**src/rtl/pipe_generator_if.sv**
```systemverilog
// Pipe generator bus: game control inputs and the three pipe positions.
// master = generator side, slave = consumer/driver side.
interface pipe_generator_if;
  logic       start;
  logic       collided;
  logic [8:0] pipe_x1;
  logic [6:0] pipe_y1;
  logic [8:0] pipe_x2;
  logic [6:0] pipe_y2;
  logic [8:0] pipe_x3;
  logic [6:0] pipe_y3;
  logic       step;
  logic [7:0] score;
  logic       running;

  modport master (
    input  start, collided,
    output pipe_x1, pipe_y1, pipe_x2, pipe_y2,
    output pipe_x3, pipe_y3, step, score, running
  );

  modport slave (
    output start, collided,
    input  pipe_x1, pipe_y1, pipe_x2, pipe_y2,
    input  pipe_x3, pipe_y3, step, score, running
  );
endinterface

```
**src/rtl/pipe_generator.sv**
```systemverilog
// Scrolling pipe generator with idle/run/frozen game state and pass score.
// Optional PIPE_GEN_SPEEDUP_EN shortens the tick period as the score grows.
module pipe_generator #(
  parameter int unsigned TICK_DIV = 1000000,
  parameter int unsigned SPACING  = 64,
  parameter int unsigned Y_MIN    = 8,
  parameter int unsigned BOX_X    = 4
) (
  input logic              CLOCK_50,
  input logic              reset,
  pipe_generator_if.master bus
);

  typedef enum logic [1:0] {
    IDLE,
    RUN,
    FROZEN
  } state_e;

  localparam logic [8:0] X_WRAP = 9'(3 * SPACING - 1);
  localparam logic [8:0] BOX    = 9'(BOX_X);
  localparam logic [2:0][8:0] X_RST = {
    9'(160 + 2 * SPACING), 9'(160 + SPACING), 9'd160
  };
  localparam logic [2:0][6:0] Y_RST = {7'd60, 7'd20, 7'd40};

  state_e          state_q, state_d;
  logic [2:0][8:0] x_q, x_d;
  logic [2:0][6:0] y_q, y_d;
  logic [23:0]     div_q, div_d;
  logic [7:0]      score_q, score_d;
  logic [7:0]      lfsr_q, lfsr_d;
  logic            step_q, step_d;
  logic            running_q, running_d;

  logic [23:0]     div_last;
  logic [6:0]      y_new;
  logic [1:0]      npass;
  logic [9:0]      sum;

`ifdef PIPE_GEN_SPEEDUP_EN
  logic [1:0] level;

  // Level saturates at 2 once score reaches 32.
  always_comb begin
    level    = (score_q[7:5] != 3'd0) ? 2'd2 : {1'b0, score_q[4]};
    div_last = (24'(TICK_DIV) >> level) - 24'd1;
  end
`else
  assign div_last = 24'(TICK_DIV - 1);
`endif

  assign y_new = 7'(Y_MIN) + {1'b0, lfsr_q[5:0]};

  always_comb begin
    state_d = state_q;
    x_d     = x_q;
    y_d     = y_q;
    div_d   = div_q;
    score_d = score_q;
    step_d  = 1'b0;
    npass   = 2'd0;
    sum     = 10'd0;
    lfsr_d  = {lfsr_q[6:0],
               lfsr_q[7] ^ lfsr_q[5] ^ lfsr_q[4] ^ lfsr_q[3]};
    unique case (state_q)
      IDLE: begin
        if (bus.start) begin
          state_d = RUN;
          div_d   = 24'd0;
        end
      end
      RUN: begin
        // A collision wins over a tick due in the same cycle.
        if (bus.collided) begin
          state_d = FROZEN;
        end else if (div_q == div_last) begin
          div_d  = 24'd0;
          step_d = 1'b1;
          for (int i = 0; i < 3; i++) begin
            if (x_q[i] == BOX) npass = npass + 2'd1;
            if (x_q[i] == 9'd0) begin
              x_d[i] = X_WRAP;
              y_d[i] = y_new;
            end else begin
              x_d[i] = x_q[i] - 9'd1;
            end
          end
          sum     = {2'b00, score_q} + {8'd0, npass};
          score_d = (sum > 10'd255) ? 8'hFF : sum[7:0];
        end else begin
          div_d = div_q + 24'd1;
        end
      end
      FROZEN: begin
        if (bus.start) begin
          state_d = RUN;
          div_d   = 24'd0;
          x_d     = X_RST;
          y_d     = Y_RST;
          score_d = 8'd0;
        end
      end
      default: state_d = IDLE;
    endcase
    running_d = (state_d == RUN);
  end

  always_ff @(posedge CLOCK_50) begin
    if (reset) begin
      state_q   <= IDLE;
      x_q       <= X_RST;
      y_q       <= Y_RST;
      div_q     <= 24'd0;
      score_q   <= 8'd0;
      lfsr_q    <= 8'hA5;
      step_q    <= 1'b0;
      running_q <= 1'b0;
    end else begin
      state_q   <= state_d;
      x_q       <= x_d;
      y_q       <= y_d;
      div_q     <= div_d;
      score_q   <= score_d;
      lfsr_q    <= lfsr_d;
      step_q    <= step_d;
      running_q <= running_d;
    end
  end

  assign bus.pipe_x1 = x_q[0];
  assign bus.pipe_y1 = y_q[0];
  assign bus.pipe_x2 = x_q[1];
  assign bus.pipe_y2 = y_q[1];
  assign bus.pipe_x3 = x_q[2];
  assign bus.pipe_y3 = y_q[2];
  assign bus.step    = step_q;
  assign bus.score   = score_q;
  assign bus.running = running_q;

endmodule

```
**src/flat_wrapper.sv**
```systemverilog
// flat-port wrapper written by rule: the top's interface ports become plain ports
module pipe_generator_flat 
#(
  parameter int unsigned TICK_DIV = 1000000,
  parameter int unsigned SPACING  = 64,
  parameter int unsigned Y_MIN    = 8,
  parameter int unsigned BOX_X    = 4
)
  (CLOCK_50, reset, bus_start, bus_collided, bus_pipe_x1, bus_pipe_y1, bus_pipe_x2, bus_pipe_y2, bus_pipe_x3, bus_pipe_y3, bus_step, bus_score, bus_running);
  pipe_generator_if bus_i ();
  input logic CLOCK_50;
  input logic reset;
  input wire logic [$bits(bus_i.start)-1:0] bus_start;
  input wire logic [$bits(bus_i.collided)-1:0] bus_collided;
  output wire logic [$bits(bus_i.pipe_x1)-1:0] bus_pipe_x1;
  output wire logic [$bits(bus_i.pipe_y1)-1:0] bus_pipe_y1;
  output wire logic [$bits(bus_i.pipe_x2)-1:0] bus_pipe_x2;
  output wire logic [$bits(bus_i.pipe_y2)-1:0] bus_pipe_y2;
  output wire logic [$bits(bus_i.pipe_x3)-1:0] bus_pipe_x3;
  output wire logic [$bits(bus_i.pipe_y3)-1:0] bus_pipe_y3;
  output wire logic [$bits(bus_i.step)-1:0] bus_step;
  output wire logic [$bits(bus_i.score)-1:0] bus_score;
  output wire logic [$bits(bus_i.running)-1:0] bus_running;
  assign bus_i.start = bus_start;
  assign bus_i.collided = bus_collided;
  assign bus_pipe_x1 = bus_i.pipe_x1;
  assign bus_pipe_y1 = bus_i.pipe_y1;
  assign bus_pipe_x2 = bus_i.pipe_x2;
  assign bus_pipe_y2 = bus_i.pipe_y2;
  assign bus_pipe_x3 = bus_i.pipe_x3;
  assign bus_pipe_y3 = bus_i.pipe_y3;
  assign bus_step = bus_i.step;
  assign bus_score = bus_i.score;
  assign bus_running = bus_i.running;
  pipe_generator #(.TICK_DIV(TICK_DIV), .SPACING(SPACING), .Y_MIN(Y_MIN), .BOX_X(BOX_X)) u_core (.CLOCK_50(CLOCK_50), .reset(reset), .bus(bus_i));
endmodule
```
**config.mk**
```make
export PLATFORM = sky130hd
export DESIGN_NAME = pipe_generator_flat
export DESIGN_NICKNAME = d
export VERILOG_FILES = /design/src/rtl/pipe_generator_if.sv /design/src/rtl/pipe_generator.sv /design/src/flat_wrapper.sv
export SDC_FILE = /design/constraint.sdc
export NUM_CORES = 1
export LEC_CHECK = 0
export ABC_CLOCK_PERIOD_IN_PS = 4400
export BUFFER_PORTS_ARGS = -buffer_cell sky130_fd_sc_hd__buf_4
export CORE_MARGIN = 5
export CORE_UTILIZATION = 40
export DETAILED_ROUTE_END_ITERATION = 16
export PLACE_DENSITY = 0.66
export SYNTH_ARGS = -nofsm -noshare
export SYNTH_HDL_FRONTEND = slang
export SYNTH_SLANG_ARGS = --single-unit
```
**constraint.sdc**
```tcl
create_clock -name CLOCK_50 -period 4.4 [get_ports CLOCK_50]
set_input_delay 0.88 -clock CLOCK_50 [delete_from_list [all_inputs] [get_ports CLOCK_50]]
set_output_delay 0.88 -clock CLOCK_50 [all_outputs]
set_load 0.02 [all_outputs]
```
==> tab_implementation.tex <==
\begin{tabular}{lr}
\hline
Metric & Value \\
\hline
\multicolumn{2}{l}{\textbf{Synthesis}} \\
\quad Distinct cell type count of the synthesized netlist & 72 \\
\quad Total nets after synthesis & 568 \\
\quad Proportion of synthesized flip-flops having asynchronous set or reset & 0\% \\
\quad Top cell type's share of synthesized area & 39.2\% \\
\quad Most frequently used flop master after synthesis & dfxtp\_1 \\
\quad Most numerous cell in the Yosys netlist & dfxtp\_1 \\
\quad Post-synth top cells & dfxtp\_1 (92), nor2\_1 (60), nand2\_1 (41) \\
\quad Avg Synthesized Cell Area & 8.53 um\^{}2 \\
\quad Post-synthesis register bit count & 92 \\
\quad Synthesized netlist cell count & roughly 550 \\
\quad Dominant cell type by area after synthesis & dfxtp\_1 \\
\quad Biggest area contributors in the synthesized netlist & dfxtp\_1 (39\%), nor2\_1 (4.8\%), mux2i\_1 (3.8\%) \\
\quad Sequential-to-total area share from yosys stat & approximately two fifths \\
\quad Number of enable flip-flop cells after synthesis & 0 \\
\quad Cell area after technology mapping & 4700 um\^{}2 \\
\quad Yosys Warn Count & 0 \\
\multicolumn{2}{l}{\textbf{STA}} \\
\quad Number of slew-limit violations in the final report & 0 \\
\quad Final setup violation count & 0 \\
\quad Largest clock skew in the final design & 0.00790 ns \\
\quad Achievable frequency & approximately 0.3 GHz \\
\quad Final hold violation count & 0 \\
\quad Slew of the pin with the lowest slew margin & between 0.9 and 1 ns \\
\quad RSZ-0062 raised after global routing & no \\
\quad Min cycle time layout & roughly 3.3 ns \\
\quad Part of the cycle the worst path needs & 75.9\% \\
\quad Worst relative slew slack & 38.2\% \\
\quad Final total negative setup slack & 0 ns \\
\multicolumn{2}{l}{\textbf{GRT}} \\
\quad Initial antenna violation count & 0 \\
\quad Total overflow reported by the global router & 0 \\
\quad Met2 track demand over resource & 29.4\% \\
\quad Overall routing resource usage & between 10\% and 20\% \\
\quad Met3 layer usage reported by global route & under 10\% \\
\quad Global-route met1 utilization & a little over a fifth \\
\quad Vias in the first global route & 4179 \\
\quad First-pass GRT wire length & about 20000 um \\
\quad Pin count of the biggest net entering global routing & 64 \\
\quad GRT Max-Usage Layer & met2 \\
\multicolumn{2}{l}{\textbf{Run}} \\
\quad MaxCap Viol Count & 0 \\
\multicolumn{2}{l}{\textbf{Floorplan}} \\
\quad Placement row count & 39 \\
\quad Initial standard-cell utilization of the core & 41.0\% \\
\quad Die Span Y & 118 um \\
\quad Io pins & 62 \\
\quad Die outline area & 14000 um\^{}2 \\
\quad Placeable core region & 11500 um\^{}2 \\
\quad Die span in x & 118 um \\
\multicolumn{2}{l}{\textbf{Placed design}} \\
\quad Count of input and output buffers & 61 \\
\quad Total placed instance area & 5240 um\^{}2 \\
\quad RD Place Congestion & approximately 0.95 \\
\quad Post-DP HPWL & $\sim$8300 um \\
\multicolumn{2}{l}{\textbf{Clock tree}} \\
\quad Clock root cell & clkbuf\_16 \\
\quad Clk buf depth & 2 \\
\quad Number of buffers inserted during clock tree synthesis & 9 \\
\quad Post-CTS sizing & 0 \\
\quad Register clock-pin slew on the reported worst setup and hold paths & about 0.06 ns \\
\quad Number of H-tree branching levels & 3 \\
\quad Hold\_buf cts & 0 \\
\quad Buffer count from post-CTS setup fixing & 0 \\
\quad Clock insertion delay at the later pin of the skew report & about 0.34 ns \\
\quad TritonCTS clock tree & yes \\
\quad Number of sinks driven by the clock tree & just over 90 \\
\multicolumn{2}{l}{\textbf{Min path}} \\
\quad Type of the tightest min-delay check & register to register \\
\quad Cell depth of the worst min-delay path & 1 \\
\multicolumn{2}{l}{\textbf{Final layout}} \\
\quad Antenna Diode Count & 0 \\
\quad Layout cell share with drive strength beyond 1 & 16.6\% \\
\quad Growth of design area from synthesis to finish & 17.9\% \\
\quad Area of all placed cells without fillers & 5540 um\^{}2 \\
\quad Fin nets & 615 \\
\multicolumn{2}{l}{\textbf{Power}} \\
\quad Total power density per cell area & around 350 nW/um\^{}2 \\
\quad Leak Pwr & 0.00218 uW \\
\quad Highest ir drop seen on vdd & 0.251 mV \\
\multicolumn{2}{l}{\textbf{Routing}} \\
\quad Antenna-violating nets left & 0 \\
\quad Average detailed-routed wire length per instance & 16.4 um \\
\quad Detailed Routing Iterations Pass 1 & 4 \\
\quad Post-detailed-route via-to-cell ratio & 5.80 \\
\quad DRC Markers & 0 \\
\quad Final wirelength & about 12000 um \\
\quad Via count & 4327 \\
\quad DRC marker count from the first detailed-route iteration & 273 \\
\multicolumn{2}{l}{\textbf{Setup path}} \\
\quad Max FO, Critical Path & 6 \\
\quad Worst R2R Path Depth & 14 \\
\quad Kind of end point of the critical path & register \\
\quad Worst path required time & 4.67 ns \\
\quad Max stage delay cell, worst path & or3\_1 \\
\quad Crit-path max cell delay & a little under 0.5 ns \\
\quad Path type of the worst setup path & register to register \\
\quad Critical Path AT & 3.61 ns \\
\quad Critical Path Start Type & register \\
\quad Critical Path, Cell by Cell & inv\_1, ha\_1, nor4b\_1, buf\_4, nand4b\_1, inv\_1, ha\_1, xnor2\_1, ha\_1, inv\_1, fa\_1, or3\_1, a311o\_1, a21oi\_1 \\
\multicolumn{2}{l}{\textbf{Run status}} \\
\quad Run status & finished, final reports clean \\
\hline
\end{tabular}
[registers in the layout (all words and copies together) (netlist names)]
register and cells:
u_core.bus.pipe_x3 9, u_core.bus.score 8, u_core.bus.pipe_x1 9, u_core.bus.step 1
u_core.state_q 2, u_core.bus.pipe_y3 7, u_core.bus.pipe_y1 7, u_core.bus.pipe_x2 9
u_core.div_q 24, u_core.lfsr_q 8, u_core.bus.running 1, u_core.bus.pipe_y2 7
[worst max-delay path, delay by kind of cell, from the launching register on]
kind	cells	cell delay, ns
and+or+nand+nor	3	0.84
AOI/OAI and AO/OA	2	0.49
DFF	1	0.33
adders and majority gates	4	0.99
buffers and inverters	4	0.47
xor gates and xnor gates	1	0.16
[path summary, 6_finish.rpt]
| kind | start | to | slack [ns] |
|---|---|---|---|
| worst min-delay path | u_core.lfsr_q[6] | u_core.lfsr_q[7] | 0.43 |
| worst max register to register | u_core.bus.pipe_x2[0] | u_core.bus.score[5] | 1.06 |
| worst min register to register | u_core.lfsr_q[6] | u_core.lfsr_q[7] | 0.43 |
| worst max-delay path | u_core.bus.pipe_x2[0] | u_core.bus.score[5] | 1.06 |
[area by class of cell]
type	count	area, um^2
fillers	1090	5920
flip-flops and latches	92	1840
repair buffers	66	495
clock inverters	4	47.5
clock buffers	12	256
well taps	143	179
inverters	19	71.3
multi-input cells	410	2650
[cell usage in the layout (no fill, tap or decap), types with 8 or more instances in the layout]
master     count
xor2_1         8
xnor2_1       15
nand2_1       41
and3_1         8
mux2i_1       18
clkbuf_16      9
nand4_1       25
dfxtp_1       92
nand3_1       20
o31ai_1       15
a31oi_1       13
ha_1          12
buf_4         66
nand2b_1      11
a21oi_1       30
inv_1         19
nor3_1        30
o21ai_0       10
nor2b_1        8
nor2_1        60
[cells by family (layout without fill, tap and decap cells)]
family / after synthesis / count (layout) / synth area share, %
AO/OA/AOI/OAI: 117 / 117 / 17.9
buffers and inverters: 49 / 101 / 4.53
flip-flops: 92 / 92 / 39.2
adder cells (fa/ha/maj): 13 / 13 / 3.62
AND/OR/NAND/NOR: 238 / 238 / 26.4
multiplexers: 19 / 19 / 4.07
XOR/XNOR: 23 / 23 / 4.29
[through the flow]
stage	worst slack (ns)	hold WS (ns)	util, %	total power, uW	cells
after CTS	1.04	0.425	48.3	1940	746
final	1.06	0.427	48.3	1920	746
after floorplan	0.980	0.389	-	1070	551
after detailed placement	1.08	0.409	45.7	1150	730
after global placement	1.13	0.394	45.7	1140	730
after global routing	0.713	0.441	48.3	2010	746
[power by group]
part	switching [uW]	internal, uW	total, uW
clock	320	469	789
sequential	29.1	858	887
combinational	159	85.8	245
total	508	1410	1920
[per-layer routing]
metal / vias to the layer above / routed length, um
met5: - / 0
met4: 0 / 197
met3: 22 / 674
met2: 119 / 6010
met1: 2070 / 5360
li1: 2116 / -
(Power assumes the default switching activity.)
